`src/rtl/t20_pkg.sv`:
```
// rtl/t20_pkg.sv - shared types and constants for the T20 innings scorer
package t20_pkg;

  typedef enum logic [3:0] {
    DOT    = 4'd0,
    SINGLE = 4'd1,
    DOUBLE = 4'd2,
    TRIPLE = 4'd3,
    FOUR   = 4'd4,
    SIX    = 4'd5,
    WIDE   = 4'd6,
    NOBALL = 4'd7,
    WICKET = 4'd8
  } outcome_e;

  typedef enum logic [1:0] {
    IDLE = 2'd0,
    PLAY = 2'd1,
    DONE = 2'd2
  } state_e;

  localparam int BALLS_PER_OVER = 6;

  function automatic logic [2:0] run_value(input outcome_e o);
    logic [2:0] r;
    r = 3'd0;
    case (o)
      SINGLE: r = 3'd1;
      DOUBLE: r = 3'd2;
      TRIPLE: r = 3'd3;
      FOUR:   r = 3'd4;
      SIX:    r = 3'd6;
      WIDE:   r = 3'd1;
      NOBALL: r = 3'd1;
      default: r = 3'd0;
    endcase
    return r;
  endfunction

endpackage

```
`src/rtl/t20_outcome_decode.sv`:
```
// rtl/t20_outcome_decode.sv - maps a 4-bit LFSR value onto a ball outcome
module t20_outcome_decode
  import t20_pkg::*;
(
  input  logic [3:0] lfsr_val,
  output outcome_e   outcome,
  output logic [2:0] run_delta,
  output logic       legal,
  output logic       is_wicket
);

  always_comb begin
    outcome = DOT;
    if (lfsr_val <= 4'd2)      outcome = DOT;
    else if (lfsr_val <= 4'd6) outcome = SINGLE;
    else if (lfsr_val <= 4'd9) outcome = DOUBLE;
    else begin
      case (lfsr_val)
        4'd10:   outcome = TRIPLE;
        4'd11:   outcome = FOUR;
        4'd12:   outcome = SIX;
        4'd13:   outcome = WIDE;
        4'd14:   outcome = NOBALL;
        default: outcome = WICKET;
      endcase
    end
  end

  assign run_delta = run_value(outcome);
  assign legal     = (outcome != WIDE) && (outcome != NOBALL);
  assign is_wicket = (outcome == WICKET);

endmodule

```
`src/rtl/t20_innings_scorer.sv`:
```
// rtl/t20_innings_scorer.sv - scores one T20 innings from LFSR-driven deliveries
module t20_innings_scorer
  import t20_pkg::*;
#(
  parameter int MAX_OVERS   = 20,
  parameter int MAX_WICKETS = 10,
  parameter int RUN_W       = 10,
  parameter int RUN_SAT     = 999
) (
  input  logic             clk_fpga,
  input  logic             reset_n,
  input  logic             start,
  input  logic             chase_en,
  input  logic [RUN_W-1:0] target,
  input  logic             delivery,
  input  logic [3:0]       lfsr_val,
  output logic [RUN_W-1:0] runs,
  output logic [3:0]       wickets,
  output logic [4:0]       overs,
  output logic [2:0]       balls,
  output logic             free_hit,
  output logic [3:0]       outcome_code,
  output logic             outcome_valid,
  output logic             innings_done
);

  localparam logic [RUN_W:0]   SAT_EXT = (RUN_W+1)'(RUN_SAT);
  localparam logic [RUN_W-1:0] SAT_VAL = RUN_W'(RUN_SAT);

  state_e           state_q, state_d;
  logic             delivery_q, del_edge;
  logic             chase_q;
  logic [RUN_W-1:0] target_q;
  outcome_e         code_q;

  outcome_e         dec_outcome, eff_outcome;
  logic [2:0]       dec_delta, eff_delta;
  logic             dec_legal, dec_wicket, eff_wicket;
  logic [RUN_W:0]   runs_sum;
  logic [RUN_W-1:0] runs_nx;
  logic [3:0]       wickets_nx;
  logic [4:0]       overs_nx;
  logic [2:0]       balls_nx;
  logic             free_hit_nx, terminate, count_en, start_en;

  t20_outcome_decode u_decode (
    .lfsr_val  (lfsr_val),
    .outcome   (dec_outcome),
    .run_delta (dec_delta),
    .legal     (dec_legal),
    .is_wicket (dec_wicket)
  );

  assign del_edge = delivery & ~delivery_q;
  assign count_en = (state_q == PLAY) && del_edge;
  assign start_en = ((state_q == IDLE) || (state_q == DONE)) && start;

  // Post-update values; a wicket on a free hit is scored as a legal dot ball.
  always_comb begin
    eff_outcome = dec_outcome;
    eff_delta   = dec_delta;
    eff_wicket  = dec_wicket;
    if (dec_wicket && free_hit) begin
      eff_outcome = DOT;
      eff_delta   = 3'd0;
      eff_wicket  = 1'b0;
    end
    runs_sum   = {1'b0, runs} + {{(RUN_W-2){1'b0}}, eff_delta};
    runs_nx    = (runs_sum > SAT_EXT) ? SAT_VAL : runs_sum[RUN_W-1:0];
    wickets_nx = wickets + {3'b000, eff_wicket};
    balls_nx   = balls;
    overs_nx   = overs;
    if (dec_legal) begin
      if (balls == 3'(BALLS_PER_OVER-1)) begin
        balls_nx = 3'd0;
        overs_nx = overs + 5'd1;
      end else begin
        balls_nx = balls + 3'd1;
      end
    end
    if (eff_outcome == NOBALL) free_hit_nx = 1'b1;
    else if (dec_legal)        free_hit_nx = 1'b0;
    else                       free_hit_nx = free_hit;
    terminate = (wickets_nx == 4'(MAX_WICKETS)) ||
                (overs_nx == 5'(MAX_OVERS)) ||
                (chase_q && (runs_nx >= target_q));
  end

  always_ff @(posedge clk_fpga or negedge reset_n) begin
    if (!reset_n) state_q <= IDLE;
    else          state_q <= state_d;
  end

  always_comb begin
    state_d = state_q;
    case (state_q)
      IDLE:    if (start) state_d = PLAY;
      PLAY:    if (count_en && terminate) state_d = DONE;
      DONE:    if (start) state_d = PLAY;
      default: state_d = IDLE;
    endcase
  end

  always_comb begin
    innings_done = (state_q == DONE);
    outcome_code = code_q;
  end

  always_ff @(posedge clk_fpga or negedge reset_n) begin
    if (!reset_n) begin
      delivery_q    <= 1'b1;
      runs          <= '0;
      wickets       <= '0;
      overs         <= '0;
      balls         <= '0;
      free_hit      <= 1'b0;
      code_q        <= DOT;
      outcome_valid <= 1'b0;
      chase_q       <= 1'b0;
      target_q      <= '0;
    end else begin
      delivery_q    <= delivery;
      outcome_valid <= 1'b0;
      if (start_en) begin
        runs     <= '0;
        wickets  <= '0;
        overs    <= '0;
        balls    <= '0;
        free_hit <= 1'b0;
        code_q   <= DOT;
        chase_q  <= chase_en;
        target_q <= target;
      end else if (count_en) begin
        runs          <= runs_nx;
        wickets       <= wickets_nx;
        overs         <= overs_nx;
        balls         <= balls_nx;
        free_hit      <= free_hit_nx;
        code_q        <= eff_outcome;
        outcome_valid <= 1'b1;
      end
    end
  end

endmodule

```
`config.mk`:
```
export PLATFORM = sky130hd
export DESIGN_NAME = t20_innings_scorer
export DESIGN_NICKNAME = d
export VERILOG_FILES = /design/src/rtl/t20_pkg.sv /design/src/rtl/t20_outcome_decode.sv /design/src/rtl/t20_innings_scorer.sv
export SDC_FILE = /design/constraint.sdc
export NUM_CORES = 1
export LEC_CHECK = 0
export CAP_MARGIN = 25
export CORE_ASPECT_RATIO = 1.5
export CORE_MARGIN = 2
export CORE_UTILIZATION = 35
export DETAILED_ROUTE_END_ITERATION = 10
export GPL_ROUTABILITY_DRIVEN = 0
export GPL_TIMING_DRIVEN = 0
export SETUP_SLACK_MARGIN = 0.05
export SLEW_MARGIN = 20
export SYNTH_ARGS = -nofsm -noshare
export SYNTH_HDL_FRONTEND = slang
export SYNTH_SLANG_ARGS = --single-unit
```
`constraint.sdc`:
```
create_clock -name clk_fpga -period 7.35 [get_ports clk_fpga]
set_input_delay 0.735 -clock clk_fpga [delete_from_list [all_inputs] [get_ports clk_fpga]]
set_output_delay 0.735 -clock clk_fpga [all_outputs]
set_load 0.02 [all_outputs]
```
==> out/results.ini <==
[yosys]
synth_nets=341
yosysTopAreaCell=dfrtp_1
synth_edf_count=0
netlist.area_leader.share_pct=38.02
seq_area_frac_synth_pct=38.99
synth_area_leaders=dfrtp_1 38%, ha_1 7.4%, nand2_1 6.1%
synth_cell_type_count=59
synth.avg_cell_area_um2=8.849
ys_seq_elements=42
yosysWarningCount=0
synth_area_mm2=0.002699
synth_common_cells=44 x nand2_1, 41 x dfrtp_1, 31 x o21ai_0
synth.most_common_cell=nand2_1
synth_cells=305
ys_async_sr_fraction_pct=100.0
ys.flop_type=dfrtp_1

[timing]
tns_ns=0
min_period_ns=4.877
tightest_slew_ns=0.5188
skew_ns=0.009811
fmax_mhz=205.0
slew_violations=0
rsz0062_at_grt=no
finalSetupViolations=0
period_share_pct=66.36
slew_headroom_pct=65.34
finalHoldViolations=0

[setup_path]
rrSetupSlack_ns=3.85
rr_worst_depth=15
r2r_end=state_q[0]$_DFFE_PN0P_
start_kind=input port
path_depth=19
worstPathMaxFanout=10
cp.required_ns=7.57
max_stage_delay_ns=0.62
timing.rr.start=runs[0]$_DFFE_PN0P_
crit_arrival_ns=5.10
critPathTopFamily=compound AO/OA/AOI/OAI gates
cpMaxStageDelayCell=clkdlybuf4s50_1
startpoint=lfsr_val[2]
critPathCaptureType=flip-flop
crit_type=input port to flip-flop
crit_path_frequent_cell=ha_1
crit_buf_inv=3
worstPathCellList=clkdlybuf4s50_1 > clkbuf_1 > maj3_1 > mux2_2 > inv_1 > ha_1 > a21o_1 > a21oi_2 > nor3b_1 > and3_1 > xnor2_1 > nand2_1 > ha_1 > o21a_1 > o21ai_0 > nor3_1 > a211oi_1 > o22a_1 > a31o_1

[grt]
antenna_found_initial=0
grt_pass1_vias=2298
grt_use_total_pct=17.21
grt-ovfl-total=0
grt_max_degree=26
grt_pass1_wl_mm=11.07

[power]
peakVddDrop_v=0.0001248
leakage_nw=1.513
powerDensity_mw_per_mm2=271.7
p_total_w=0.0009360

[drt]
drtIter0Drc=63
drc=0
dr.pass1.iters=4
post_drt_wl_per_cell_um=14.75
num_vias=2402
routed_wl_mm=6.816
antenna_left=0
vias_per_cell=5.199

[floorplan]
boundaryPins=48
die_area_mm2=0.008444
std_cell_rows=39
die_w_um=75.70
initial_core_util_pct=35.68
coreArea_mm2=0.007564
die_h_um=111.5

[final_layout]
stdcell_area_mm2=0.003445
drive_gt1_share_pct=7.222
n_antenna_cell=0
area_growth_syn_to_layout_pct=27.63
layout.nets=395
final_util_pct=45.54

[clock_network]
cts_sinks=42
clk_latency_ns=0.29
cts_tree=yes
cts_setup_buffers=0
postCtsHoldBufs=0
cts_root_buf=clkbuf_16
cts_buffers=5
cts-htree-levels=2
post_cts_resized=0
clk_pin_slew_worst_paths_ns=0.06
ctsLongestPathBuffers=2

[run]
drv_cap=0

[placed_design]
dpl-instance-area_mm2=0.003302
io_buffers=46
dp_hpwl_mm=5.260

[status]
outcome=complete, no violations

[worst_hold_path]
hold_class=input port to asynchronous set/reset pin

[worst register-to-register path, cell delays in order, from the launching register on]
cell and delay (ns):
dfrtp_1 0.40, ha_1 0.25, inv_1 0.07, fa_1 0.22
and3b_1 0.19, o31a_1 0.30, o21ba_4 0.24, nor2_4 0.19
o21ai_0 0.14, ha_1 0.31, a211o_1 0.26, a21oi_1 0.10
o21ai_0 0.10, a211oi_1 0.31, o22a_1 0.21, a31o_1 0.14
[report_power, final]
group          switching, W  leakage [nW]  internal, W
clock network     0.0000939        0.0708     0.000126
registers         0.0000409         0.547     0.000293
logic              0.000211         0.895     0.000171
[routing by layer]
layer	global-route usage, %	share of wire [%]	vias to the layer above
met4	6.784	2.6	0
li1	-	-	1210
met5	0	0	-
met2	29.86	53	41
met1	20.29	41	1142
met3	3.077	3.0	9
[registers in the layout (all words and copies together) (netlist names)]
register and cells:
balls 3, chase_q 1, delivery_q 1, free_hit 1
outcome_code 4, outcome_valid 1, overs 5, runs 10
state_q 2, target_q 10, wickets 4
[area by class of cell]
type | count | area (um^2)
Fill cell | 753 | 4119
Buffer | 15 | 68.82
Inverter | 16 | 60.06
Tap cell | 102 | 127.6
Timing Repair Buffer | 47 | 475.5
Multi-Input combinational cell | 232 | 1518
Clock inverter | 2 | 13.76
Clock buffer | 6 | 128.9
Sequential cell | 42 | 1052
[per-stage QoR]
step                      worst slack (ns)  hold WS [ns]  cells
after floorplan                      3.316        0.4393    305
after global placement               2.243        0.4710    453
after detailed placement             2.196        0.4785    454
after CTS                            2.459        0.3970    462
after global routing                 2.080        0.4122    462
final                                2.473        0.3875    462
[worst max path at each step]
stage | to | slack (ns)
after floorplan | state_q[0]$_DFFE_PN0P_ | 3.32
after global routing | state_q[0]$_DFFE_PN0P_ | 2.08
final | state_q[0]$_DFFE_PN0P_ | 2.47
after CTS | state_q[0]$_DFFE_PN0P_ | 2.46
after detailed placement | state_q[0]$_DFFE_PN0P_ | 2.20
after global placement | state_q[0]$_DFFE_PN0P_ | 2.24
[cell usage in the layout (no fill, tap or decap), drive strengths merged, types with 3 or more instances in the layout]
master	count
nand2	44
and3	7
a21o	4
a21oi	19
a211oi	3
dfrtp	41
inv	16
buf	7
clkbuf	16
o21ai	32
o31ai	3
ha	16
a311oi	5
a31oi	4
and3b	3
nor2	17
nand4	3
nor2b	4
nand2b	4
a22o	3
nor3	8
xnor2	4
o211ai	4
xor2	5
clkdlybuf4s50	45
nand3	8
[cell families after synthesis]
group,after synthesis,share of synthesized area [%]
buf+inv,31,4.775
mux,2,0.8344
fa+ha+maj,18,8.530
simple gates,110,20.68
flops,42,38.99
xor+xnor,9,3.199
compound gates,93,23.00
Power figures use the tool's default switching activity.
